==> config.mk <==
export PLATFORM = sky130hd
export DESIGN_NAME = cla_adder4
export DESIGN_NICKNAME = d
export VERILOG_FILES = /design/src/rtl/cla_adder4_pkg.sv /design/src/rtl/cla_adder4_lookahead4.sv /design/src/rtl/cla_adder4.sv
export SDC_FILE = /design/constraint.sdc
export NUM_CORES = 1
export LEC_CHECK = 0
export ABC_AREA = 1
export BUFFER_PORTS_ARGS = -buffer_cell sky130_fd_sc_hd__buf_2
export CORE_AREA = 5 5 42 44
export DETAILED_ROUTE_END_ITERATION = 10
export DIE_AREA = 0 0 47 49
export PLACE_DENSITY_LB_ADDON = 0.12
export SLEW_MARGIN = 40
export SYNTH_ARGS = -nofsm -noshare
export SYNTH_HDL_FRONTEND = slang
export SYNTH_SLANG_ARGS = --single-unit
==> constraint.sdc <==
create_clock -name clk -period 1.5 [get_ports clk]
set_input_delay 0.225 -clock clk [delete_from_list [all_inputs] [get_ports clk]]
set_output_delay 0.225 -clock clk [all_outputs]
set_load 0.05 [all_outputs]
==> src/rtl/cla_adder4_pkg.sv <==
// Shared constants for the 4-bit carry-lookahead adder slice.
// The lookahead equations are hand-expanded, so the slice width is fixed here.
package cla_adder4_pkg;

  localparam int CLA_WIDTH = 4;

endpackage

==> src/rtl/cla_adder4_lookahead4.sv <==
// Combinational 4-bit carry-lookahead network: per-bit generate/propagate to carries c1..c4.
// Every carry is a flat sum-of-products of g, p and c_in, so no carry ripples through another.
module cla_adder4_lookahead4
  import cla_adder4_pkg::*;
(
  input  logic [CLA_WIDTH-1:0] i_g,
  input  logic [CLA_WIDTH-1:0] i_p,
  input  logic                 i_c_in,
  output logic [CLA_WIDTH:1]   o_c
);

  assign o_c[1] = i_g[0]
                | (i_p[0] & i_c_in);

  assign o_c[2] = i_g[1]
                | (i_p[1] & i_g[0])
                | (i_p[1] & i_p[0] & i_c_in);

  assign o_c[3] = i_g[2]
                | (i_p[2] & i_g[1])
                | (i_p[2] & i_p[1] & i_g[0])
                | (i_p[2] & i_p[1] & i_p[0] & i_c_in);

  assign o_c[4] = i_g[3]
                | (i_p[3] & i_g[2])
                | (i_p[3] & i_p[2] & i_g[1])
                | (i_p[3] & i_p[2] & i_p[1] & i_g[0])
                | (i_p[3] & i_p[2] & i_p[1] & i_p[0] & i_c_in);

endmodule

==> src/rtl/cla_adder4.sv <==
// 4-bit carry-lookahead adder slice with a registered sum and a one-cycle ready flag.
// c_out is combinational so a chain of slices settles within one clock period.
module cla_adder4
  import cla_adder4_pkg::*;
#(
  parameter int WIDTH = CLA_WIDTH
)
(
  input  logic             clk,
  input  logic             reset,
  input  logic             c_in,
  input  logic             en,
  input  logic [WIDTH-1:0] A,
  input  logic [WIDTH-1:0] B,
  output logic [WIDTH-1:0] Output,
  output logic             c_out,
  output logic             ready
);

  logic [WIDTH-1:0] w_g;
  logic [WIDTH-1:0] w_p;
  logic [WIDTH:1]   w_c_hi;
  logic [WIDTH:0]   w_carry;
  logic [WIDTH-1:0] w_sum;
  logic [WIDTH-1:0] r_sum;
  logic             r_ready;

  assign w_g = A & B;
  assign w_p = A ^ B;

  cla_adder4_lookahead4 u_lookahead (
    .i_g    (w_g),
    .i_p    (w_p),
    .i_c_in (c_in),
    .o_c    (w_c_hi)
  );

  assign w_carry = {w_c_hi, c_in};

  genvar gi;
  generate
    for (gi = 0; gi < WIDTH; gi++) begin : g_sum
      assign w_sum[gi] = w_p[gi] ^ w_carry[gi];
    end
  endgenerate

  // Reset wins over en; a disabled edge keeps the sum but drops ready.
  always_ff @(posedge clk) begin
    if (reset) begin
      r_sum   <= '0;
      r_ready <= 1'b0;
    end else if (en) begin
      r_sum   <= w_sum;
      r_ready <= 1'b1;
    end else begin
      r_ready <= 1'b0;
    end
  end

  assign Output = r_sum;
  assign ready  = r_ready;
  assign c_out  = w_carry[WIDTH];

endmodule

==> results <==
- The run finished with clean final reports.
- The via-per-instance ratio is 4.21.
- Setup repair after global routing left no endpoint under its margin.
- Summing all placed instances gives a cell area of 489 sq um.
- Clock-pin slew was measured on the worst setup and hold paths at 40 ps.
- The type of element capturing the critical path is a primary output.
- The number of antenna-violating nets in the routed design is 0.
- The mapped netlist covers 352 sq um.
- The area inside the core boundary is 1400 sq um.
- Entering global routing, the biggest net connects 9 pins.
- The ratio of final minimum period to clock period is 95.0%.
- The first detailed-routing pass ran for 4 iterations.
- The worst hold path begins at reset.
- Summing the areas of all and, or, nand and nor instances in the mapped netlist gives 28.8% of the synthesized area.
- The synthesis-stage register bit count is 5.
- The site row count is 14.
- The final standard cell utilization of the core is 39.2%.
- Post-CTS timing repair inserted 0 buffers for setup.
- The net count of the finished layout is 91.
- The routability-driven placement congestion ratio is 0.719.
- TritonCTS built the clock tree.
- The insertion delay of the later-clocked pin in the worst-skew pair is 240 ps.
- The dominant combinational cell family by area after synthesis is simple AND/OR/NAND/NOR gates.
- The required time at the worst-slack endpoint is 1270 ps.
- After layout, the minimum clock period comes to 1430 ps.
- The number of global-route vias before repair was 332.
- The maximum root-to-sink buffer count is 2.
- The total via count after detailed routing is 375.
- Measured against the total synthesized area, the mux share comes to 0%.
- The final setup violation count is 0.
- The number of antenna violations at the first check in global routing is 0.
- Input and output buffers added on the ports amount to 17.
- The completed layout was analyzed and its total power is 0.495 mW.
- With fillers left out, the area of the finished cells amounts to 549 sq um.
- The width of the chip is 47 microns.
- When the netlist entered floorplanning its net count stood at 65.
- Clock tree synthesis found a total of 5 sinks.
- The number of pins exceeding their max-slew limit in the final report is 0.
- The HPWL after detailed placement is 632 microns.
- The static leakage is 0.307 nW.
- Global routing used 7.89% of the available tracks across all layers.
- Summing the areas of all fa, ha and maj instances in the mapped netlist gives 19.9% of the synthesized area.
- The path class of the tightest hold or removal check is in2reg.
- The layout overhead on the synthesized area is 56.2%.
- The power density normalized to cell area is 902 nW/um^2.
- The largest fanout on the critical path is 2.
- The post-cts hold buffer count is 0.
- The total clock buffers created by CTS is 3.
- The CTS H-tree depth is 1.
- After detailed routing, the total wire length is 760 microns.
- 18 I/O pins were placed.
- For this run the aggregate overflow at the end of global routing stands at 0.
- Counting the fill cells in the layout gives 154.
- The startpoint identified for the worst register-to-register timing path is Output[1]$_SDFFE_PP0P_.
- Summing the areas of all xor and xnor instances in the mapped netlist gives 2.49% of the synthesized area.
- The post-route netlist has 41.1% of its cells at a drive strength greater than 1.
- After synthesis, the mean cell area works out to 7.32 sq um.
- The wire length of the first global-routing pass is 1280 microns.
- 0 antenna diodes ended up in the layout.
- The maximum clock rate is 702 MHz.
- The detailed-route DRC error count is 0.
- The total number of yosys warnings is 0.
- The largest voltage drop on the vdd net is 0.223 mV.
- The slew of the pin with the lowest slew margin is 250 ps.
- The arrival time of data at the critical path endpoint is 1200 ps.
- Summing the areas of all compound-gate instances in the mapped netlist gives 10.3% of the synthesized area.
- The DRC marker count from the first detailed-route iteration is 6.
- The cell count after synthesis came out at 48.
- The worst slew margin relative to its limit is 83.4%.
- Across the run, the number of max-cap violations was 0.
- Yosys mapped the design onto 17 distinct sky130hd cell types.
- The final setup skew is 0 ps.
- In this run the vertical extent of the chip is 49 microns.
- The cell sitting at the root of the clock tree is a sky130_fd_sc_hd__clkbuf_4.
- The full die area is 2300 sq um.
- The origin of the worst setup path is A[2].
- Of the synthesized area, sequential elements account for 28.5%.
- The worst setup path is of the in2out kind.
- The number of hold violations in the final report came to 0.
- Dividing the detail-routed wire length by the instance count gives 8.54 microns.
- For this configuration, the core starts out at a cell density of 25.1%.
- STA classifies the critical path startpoint as an input port.
[Yosys cell counts (all sizes together)]
| cell | count | area (sq um) |
|---|---|---|
| a211oi | 1 | 7.51 |
| a21o | 1 | 7.51 |
| a21oi | 1 | 8.76 |
| buf | 1 | 5.00 |
| dfxtp | 5 | 100 |
| fa | 1 | 20.0 |
| ha | 4 | 50.1 |
| inv | 8 | 30.0 |
| nand2 | 7 | 28.8 |
| nand3 | 4 | 20.0 |
| nand4 | 2 | 12.5 |
| nor2 | 9 | 33.8 |
| o21ai | 1 | 5.00 |
| o21bai | 1 | 7.51 |
| or2 | 1 | 6.26 |
| xnor2 | 1 | 8.76 |
[layer usage]
metal	track usage, %	wire length [microns]	vias up
met5	0	0	-
met4	8.29	12	0
li1	-	-	203
met2	9.73	346	14
met3	2.21	74	2
met1	9.91	327	156
[stage by stage]
step           instances  setup WS (ps)  TNS, ps  hold slack, ps
2_1_floorplan         48           77.9        0             297
3_3_place_gp          85          -16.3    -16.3             458
3_5_place_dp          85          -27.5    -27.5             454
4_1_cts               89           12.0        0             192
5_1_grt               89           27.6        0             192
6_report              89           74.9        0             202
[critical path, cell delays in order]
cell                      delay [ps]
sky130_fd_sc_hd__buf_2           110
sky130_fd_sc_hd__ha_4            230
sky130_fd_sc_hd__or2_1           210
sky130_fd_sc_hd__nand2_2          70
sky130_fd_sc_hd__nand2_1          50
sky130_fd_sc_hd__a21o_1          160
sky130_fd_sc_hd__buf_6           150
[flip-flops by register name (all words and copies together), names as in the netlist]
register and flops:
Output 4, ready 1
[layout make-up]
class / instances / area [sq um] / share of cell area (%)
repair buffers: 22 / 129 / 23.5
inverters: 8 / 30.0 / 5.47
flip-flops and latches: 5 / 100 / 18.2
multi-input cells: 34 / 244 / 44.4
well taps: 16 / 20.0 / 3.64
clock buffers: 4 / 26.3 / 4.78
[cell usage in the layout (no fill, tap or decap)]
cell type,synthesis,final
sky130_fd_sc_hd__a211oi_1,1,1
sky130_fd_sc_hd__a21o_1,1,1
sky130_fd_sc_hd__a21oi_2,1,1
sky130_fd_sc_hd__buf_2,1,16
sky130_fd_sc_hd__buf_4,0,5
sky130_fd_sc_hd__buf_6,0,1
sky130_fd_sc_hd__clkbuf_1,0,1
sky130_fd_sc_hd__clkbuf_4,0,3
sky130_fd_sc_hd__dfxtp_1,5,5
sky130_fd_sc_hd__fa_1,1,1
sky130_fd_sc_hd__ha_1,4,2
sky130_fd_sc_hd__ha_4,0,2
sky130_fd_sc_hd__inv_1,8,8
sky130_fd_sc_hd__nand2_1,6,5
sky130_fd_sc_hd__nand2_2,1,2
sky130_fd_sc_hd__nand3_1,4,4
sky130_fd_sc_hd__nand4_1,2,2
sky130_fd_sc_hd__nor2_1,9,9
sky130_fd_sc_hd__o21ai_1,1,1
sky130_fd_sc_hd__o21bai_1,1,1
sky130_fd_sc_hd__or2_1,1,1
sky130_fd_sc_hd__xnor2_1,1,1
[power by group]
| part | switching [mW] | internal, mW | total (mW) |
|---|---|---|---|
| clock network | 0.0553 | 0.101 | 0.156 |
| registers | 0.00411 | 0.145 | 0.149 |
| logic | 0.114 | 0.0767 | 0.190 |
| total | 0.173 | 0.322 | 0.495 |
[path summary, 6_finish.rpt]
path | end | slack (ps) | cells past startpoint
max | c_out | 70 | 7
min | ready$_SDFF_PP0_ | 200 | 2
max reg2reg | Output[1]$_SDFFE_PP0P_ | 870 | 4
min reg2reg | Output[0]$_SDFFE_PP0P_ | 490 | 2
[logic make-up (layout without fill, tap and decap cells)]
kind of cell / count (synthesis) / in the layout
XOR/XNOR: 1 / 1
buffers and inverters: 9 / 34
adder cells (fa/ha/maj): 5 / 5
AND/OR/NAND/NOR: 23 / 23
flip-flops: 5 / 5
AO/OA/AOI/OAI: 5 / 5
[timing repair]
| action | 4_1_cts | 5_1_grt |
|---|---|---|
| resized for setup | 2 | 3 |
| hold endpoints to repair | 0 | 0 |
| setup endpoints to repair | 1 | 1 |
| pin swaps | 0 | 0 |
(Power assumes the default switching activity.)
